### src/rtl/uart_send_engine.sv
// uart_send_engine: buffers bytes posted by BusControl in a small circular
// FIFO and serialises each one as 8N1 (LSB first) on a registered TXD line.
// Back-to-back frames are contiguous: the next byte is popped in the same
// cycle the stop bit ends.
module uart_send_engine #(
    parameter int CLK_DIV    = 217,
    parameter int FIFO_ALOG2 = 2
) (
    input  logic       MCLK_IN,
    input  logic       RESET_IN,
    input  logic       UART_SEND_TRIGGER_IN,
    input  logic [7:0] UART_SEND_BYTE_IN,
    output logic       UART_SEND_BUSY,
    output logic       UART_SEND_OVERRUN,
    output logic       UART_TX_ACTIVE,
    output logic       TXD
);

    localparam int DEPTH = 2 ** FIFO_ALOG2;
    localparam logic [FIFO_ALOG2:0]   CNT_FULL  = (FIFO_ALOG2 + 1)'(DEPTH);
    localparam logic [FIFO_ALOG2:0]   CNT_ZERO  = (FIFO_ALOG2 + 1)'(0);
    localparam logic [FIFO_ALOG2:0]   CNT_ONE   = (FIFO_ALOG2 + 1)'(1);
    localparam logic [FIFO_ALOG2-1:0] PTR_ZERO  = FIFO_ALOG2'(0);
    localparam logic [FIFO_ALOG2-1:0] PTR_ONE   = FIFO_ALOG2'(1);
    localparam logic [15:0]           BAUD_LAST = 16'(CLK_DIV - 1);

    typedef enum logic [1:0] {
        ST_IDLE  = 2'd0,
        ST_START = 2'd1,
        ST_DATA  = 2'd2,
        ST_STOP  = 2'd3
    } state_t;

    state_t                state_r, state_nxt_s;
    logic [15:0]           baud_cnt_r, baud_nxt_s;
    logic [2:0]            bit_idx_r, bit_idx_nxt_s;
    logic [7:0]            shreg_r, shreg_nxt_s;
    logic [7:0]            fifo_mem_r [DEPTH];
    logic [FIFO_ALOG2-1:0] wr_ptr_r, rd_ptr_r;
    logic [FIFO_ALOG2:0]   count_r, count_nxt_s;
    logic                  trig_q_r;
    logic                  txd_r, busy_r, overrun_r, active_r;
    logic                  write_s, pop_s, accept_s, drop_s, baud_end_s, txd_nxt_s;

    // One write per trigger assertion; a write with a full FIFO only
    // succeeds when the FSM frees a slot in the same cycle.
    assign write_s    = UART_SEND_TRIGGER_IN & ~trig_q_r;
    assign accept_s   = write_s & ((count_r != CNT_FULL) | pop_s);
    assign drop_s     = write_s & ~accept_s;
    assign baud_end_s = (baud_cnt_r == BAUD_LAST);

    // Frame sequencer: next state, baud/bit counters, shift register and pop.
    always_comb begin
        state_nxt_s   = state_r;
        baud_nxt_s    = baud_cnt_r;
        bit_idx_nxt_s = bit_idx_r;
        shreg_nxt_s   = shreg_r;
        pop_s         = 1'b0;
        case (state_r)
            ST_IDLE: begin
                if (count_r != CNT_ZERO) begin
                    pop_s       = 1'b1;
                    shreg_nxt_s = fifo_mem_r[rd_ptr_r];
                    baud_nxt_s  = 16'd0;
                    state_nxt_s = ST_START;
                end else begin
                    state_nxt_s = ST_IDLE;
                end
            end
            ST_START: begin
                if (baud_end_s) begin
                    baud_nxt_s    = 16'd0;
                    bit_idx_nxt_s = 3'd0;
                    state_nxt_s   = ST_DATA;
                end else begin
                    baud_nxt_s = baud_cnt_r + 16'd1;
                end
            end
            ST_DATA: begin
                if (baud_end_s) begin
                    baud_nxt_s    = 16'd0;
                    shreg_nxt_s   = {1'b0, shreg_r[7:1]};
                    bit_idx_nxt_s = bit_idx_r + 3'd1;
                    if (bit_idx_r == 3'd7) begin
                        state_nxt_s = ST_STOP;
                    end else begin
                        state_nxt_s = ST_DATA;
                    end
                end else begin
                    baud_nxt_s = baud_cnt_r + 16'd1;
                end
            end
            ST_STOP: begin
                if (baud_end_s) begin
                    baud_nxt_s = 16'd0;
                    if (count_r != CNT_ZERO) begin
                        pop_s       = 1'b1;
                        shreg_nxt_s = fifo_mem_r[rd_ptr_r];
                        state_nxt_s = ST_START;
                    end else begin
                        state_nxt_s = ST_IDLE;
                    end
                end else begin
                    baud_nxt_s = baud_cnt_r + 16'd1;
                end
            end
            default: begin
                state_nxt_s = ST_IDLE;
                baud_nxt_s  = 16'd0;
            end
        endcase
    end

    // Line level for the current state; registered below so TXD is glitch-free.
    always_comb begin
        txd_nxt_s = 1'b1;
        case (state_r)
            ST_IDLE:  txd_nxt_s = 1'b1;
            ST_START: txd_nxt_s = 1'b0;
            ST_DATA:  txd_nxt_s = shreg_r[0];
            ST_STOP:  txd_nxt_s = 1'b1;
            default:  txd_nxt_s = 1'b1;
        endcase
    end

    // FIFO occupancy after this cycle's accepted write and/or pop.
    always_comb begin
        count_nxt_s = count_r;
        if (accept_s && !pop_s) begin
            count_nxt_s = count_r + CNT_ONE;
        end else if (!accept_s && pop_s) begin
            count_nxt_s = count_r - CNT_ONE;
        end else begin
            count_nxt_s = count_r;
        end
    end

    // FIFO storage; contents need no reset since count gates every read.
    always_ff @(posedge MCLK_IN) begin
        if (accept_s) begin
            fifo_mem_r[wr_ptr_r] <= UART_SEND_BYTE_IN;
        end
    end

    // State, pointers, trigger history and registered status outputs.
    always_ff @(posedge MCLK_IN) begin
        if (RESET_IN) begin
            state_r    <= ST_IDLE;
            baud_cnt_r <= 16'd0;
            bit_idx_r  <= 3'd0;
            shreg_r    <= 8'd0;
            wr_ptr_r   <= PTR_ZERO;
            rd_ptr_r   <= PTR_ZERO;
            count_r    <= CNT_ZERO;
            trig_q_r   <= 1'b1;
            txd_r      <= 1'b1;
            busy_r     <= 1'b0;
            overrun_r  <= 1'b0;
            active_r   <= 1'b0;
        end else begin
            state_r    <= state_nxt_s;
            baud_cnt_r <= baud_nxt_s;
            bit_idx_r  <= bit_idx_nxt_s;
            shreg_r    <= shreg_nxt_s;
            if (accept_s) wr_ptr_r <= wr_ptr_r + PTR_ONE;
            if (pop_s)    rd_ptr_r <= rd_ptr_r + PTR_ONE;
            count_r    <= count_nxt_s;
            trig_q_r   <= UART_SEND_TRIGGER_IN;
            txd_r      <= txd_nxt_s;
            busy_r     <= (count_nxt_s == CNT_FULL);
            overrun_r  <= overrun_r | drop_s;
            active_r   <= (count_nxt_s != CNT_ZERO) | (state_nxt_s != ST_IDLE);
        end
    end

    assign TXD               = txd_r;
    assign UART_SEND_BUSY    = busy_r;
    assign UART_SEND_OVERRUN = overrun_r;
    assign UART_TX_ACTIVE    = active_r;

endmodule

### config.mk
export PLATFORM = sky130hd
export DESIGN_NAME = uart_send_engine
export DESIGN_NICKNAME = d
export VERILOG_FILES = /design/src/rtl/uart_send_engine.sv
export SDC_FILE = /design/constraint.sdc
export NUM_CORES = 1
export LEC_CHECK = 0
export ABC_CLOCK_PERIOD_IN_PS = 3400
export BUFFER_PORTS_ARGS = -buffer_cell sky130_fd_sc_hd__buf_2
export CAP_MARGIN = 20
export CORE_UTILIZATION = 45
export DETAILED_ROUTE_END_ITERATION = 10
export PLACE_DENSITY = 0.65
export SLEW_MARGIN = 30
export SYNTH_ARGS = -nofsm -noshare
export SYNTH_HDL_FRONTEND = slang
export SYNTH_SLANG_ARGS = --single-unit
### constraint.sdc
create_clock -name MCLK_IN -period 3.4 [get_ports MCLK_IN]
set_input_delay 0 -clock MCLK_IN [delete_from_list [all_inputs] [get_ports MCLK_IN]]
set_output_delay 0 -clock MCLK_IN [all_outputs]
set_load 0.1 [all_outputs]
==> summary.txt <==
Timing
  – Period Utilization, post-route: approximately 73%
  – Min Tclk post-route: 2.48 ns
  – Clk_skew: between 0.01 and 0.015 ns
  – Max-slew headroom: 45.4%
  – Post-route setup TNS: 0 ns
  – Fmax: 0.403 GHz
  – # setup viols final: 0
  – Final WS setup: just over 0.9 ns
  – Tightest Pin Transition: 0.819 ns
  – Max-slew violations: 0
  – Final Hold Vio Count: 0
  – Setup repair after global routing missed its margin: false
  – Hold WS: 0.221 ns

Synth
  – Register area share after synthesis: 52.0%
  – Most used DFF post-synth: dfxtp_1
  – Post-Syn Area: ~0.0035 mm^2
  – Top post-synthesis cells by area: edfxtp_1, dfxtp_1, ha_1, mux4_2, nor2_1
  – Post-Syn Area per Cell: around 11 um^2
  – Post-synth cell types: between 50 and 60
  – Post-synth top area cell: edfxtp_1
  – Fraction of registers with async set/reset: 0%
  – Post-Synthesis Cells: around 320
  – Top-area cell type share of the netlist area: 27.4%
  – Mapped Nets: roughly 340
  – Synth warn: 0
  – Register bit total from synthesis: between 70 and 80
  – EDFF count, synth: 32

GRT
  – Antenna violations before repair: 0
  – First-pass GRT wire length: 11,300 um
  – Vias in the first global route: between 2k and 2.5k
  – Overall routing resource usage: between 15 and 20%
  – GRT overflow: 0
  – Largest net degree at the start of global routing: 43

Detailed routing
  – Post-route ant nets: 0
  – DR vias: around 2.4k
  – Routed WL per cell: 15.2 um
  – Vias per cell: 5.58
  – DR iter-0 viols: between 100 and 150
  – Drt drc: 0
  – Drt total wl: roughly 6600 um
  – Pre-antenna DRT Iters: 5

Clock network
  – Later-pin clock latency in the skew report: 0.35 ns
  – Num CTS Buffers: 9
  – Clk buf depth: 2
  – Setup bufs post-CTS: 0
  – CTS tree: built
  – H-tree depth: 3
  – Clk slew on worst S/H paths: around 0.08 ns
  – Root buffer cell: clkbuf_8
  – Sink Count: between 70 and 80

Critical path
  – Worst-case reg-to-reg path depth: 7
  – Nature of the critical path endpoint: flop
  – Data required, critical path: between 3 and 4 ns
  – CP max FO: 14
  – CP Launch Type: flop
  – FF-to-FF End: fifo_mem_r[0][7]
  – Crit-path slowest cell: and2_1
  – CP peak stage delay: roughly 0.42 ns
  – R2r setup slk: roughly 0.92 ns
  – Critical path, cell by cell: inv_1, ha_1, nor3b_1, and4_4, a21oi_2, a31oi_2, and2_1
  – CP Class: reg2reg
  – Critical Path AT: around 2.5 ns
  – Cell family with most CP delay: simple AND/OR/NAND/NOR gates
  – Reg2reg start: baud_cnt_r[0]
  – Buf+Inv Stages, Crit Path: 1

Outcome
  – Run status: finished, final reports clean

Pwr
  – Max VDD drop: about 0.27 mV
  – PD cells: ~720 mW/mm^2
  – Leak: roughly 1.3 nW

Hold path
  – Hold endpoint: count_r[2]
  – Worst hold start: RESET_IN
  – HP Class: in2reg
  – Hold path cells: 2

Placed design
  – Pre-CTS WS: 0.948 ns
  – I/O Buffers: 14
  – GPL Wtd Cong: 0.770
  – Post-DP HPWL: between 4000 and 5000 um

Floorplan
  – Chip width: roughly 90 um
  – Row cnt: 31
  – Die Area: approximately 0.0081 mm^2
  – Ports: 15
  – Core area: 0.00737 mm^2
  – Initial Util: roughly 48%
  – Die H: around 90 um

Finish
  – Layout Nets: 357
  – Antenna cell count: 0
  – Fill cells: 645
  – Share of cells above drive strength 1: approximately 16%
  – Area Growth Syn to Fin: 11.7%

Job
  – Max Cap Viol: 0
==> how the worst max path moves through the flow <==
| stage | startpoint | endpoint | depth (start not counted) |
|---|---|---|---|
| after floorplan | baud_cnt_r[0] | fifo_mem_r[0][0] | 7 |
| after global placement | baud_cnt_r[0] | fifo_mem_r[0][1] | 7 |
| after detailed placement | baud_cnt_r[0] | fifo_mem_r[0][3] | 7 |
| after CTS | baud_cnt_r[0] | fifo_mem_r[0][7] | 7 |
| after global routing | baud_cnt_r[0] | fifo_mem_r[0][1] | 7 |
| final | baud_cnt_r[0] | fifo_mem_r[0][7] | 7 |
==> per-layer routing <==
metal  wire, um  up-vias  track usage (%)
li1           -     1208                -
met1       3310     1166             24.1
met2       2950       47             26.5
met3        250        8             4.31
met4         74        0             6.05
met5          0        -                0
==> per-stage QoR <==
| stage | cells | area (um^2) | util, % | power (mW) |
|---|---|---|---|---|
| after CTS | 435 | 3910 | 53.1 | 2.83 |
| after floorplan | 315 | 3500 | - | 1.91 |
| after detailed placement | 410 | 3600 | 48.8 | 2.06 |
| final | 435 | 3910 | 53.1 | 2.81 |
| after global placement | 410 | 3600 | 48.8 | 2.04 |
| after global routing | 435 | 3910 | 53.1 | 2.97 |
==> report_power, final <==
group	leakage (nW)	switching [mW]	internal, mW
registers	0.640	0.0873	1.04
logic	0.554	0.580	0.333
clock network	0.110	0.346	0.418
total	1.30	1.01	1.80
==> layout by cell type (no fill, tap or decap), drive strengths merged, types with 3 or more instances in the layout <==
master       count
and3             5
xnor2            3
nor3b            5
a41oi            5
a21oi           19
dlygate4sd3      9
a311oi           8
ha              15
clkbuf           9
or2              3
nand3b           3
and2             4
or3              3
mux2i            9
dfxtp           43
inv             11
o21ai           10
nand2           18
and4             3
edfxtp          32
mux4             8
a31oi            4
nor4             3
buf             14
nand3           12
nor3             6
nand2b           3
a211oi          10
nor2            37
nor2b            4
==> cells by family (layout without fill, tap and decap cells) <==
group / Yosys count / in the layout / share of synthesized area (%)
compound gates: 65 / 65 / 13.0
xor+xnor: 3 / 3 / 0.750
fa+ha+maj: 15 / 15 / 5.36
buf+inv: 27 / 48 / 3.75
flops: 75 / 75 / 52.0
mux: 17 / 17 / 7.71
simple gates: 113 / 113 / 17.4
==> worst reg2reg max path: cells and delay by family (launching register included) <==
kind / cells / cell delay (ns)
AO/OA/AOI/OAI: 2 / 0.49
flip-flops: 1 / 0.32
buffers and inverters: 1 / 0.09
adder cells (fa/ha/maj): 1 / 0.15
AND/OR/NAND/NOR: 3 / 1.09
==> registers in the layout (all words and copies together), names as in the netlist, named ones only <==
name	count
fifo_mem_r	32
bit_idx_r	3
UART_SEND_BUSY	1
wr_ptr_r	2
UART_TX_ACTIVE	1
shreg_r	8
state_r	2
UART_SEND_OVERRUN	1
count_r	3
rd_ptr_r	2
TXD	1
baud_cnt_r	16
trig_q_r	1
==> repair_timing <==
action                                 CTS  global route
setup endpoints to repair                0             0
hold buffers                             9             0
endpoints found under the hold margin   33             0
resized for setup                        0             0
==> area by class of cell <==
cell class | instances | area, um^2 | area share (%)
sequential | 75 | 1820 | 46.6
multi-input combinational | 213 | 1550 | 39.6
inverter | 9 | 33.8 | 0.863
tap | 99 | 124 | 3.17
timing repair buffer | 23 | 160 | 4.09
clock buffer | 9 | 124 | 3.17
clock inverter | 7 | 98.8 | 2.53
==> synth_stat cells, types with 5 or more instances <==
cell type / count
edfxtp_1: 32
a41oi_1: 5
nand2_1: 18
o21ai_0: 10
a211oi_1: 8
mux4_2: 8
mux2i_1: 9
a311oi_1: 8
nand3_1: 11
dfxtp_1: 43
nor2_1: 36
and3_1: 5
ha_1: 15
nor3_1: 5
a21oi_1: 18
clkbuf_1: 11
inv_1: 9
Note: power is estimated with default switching activity, not from simulation.
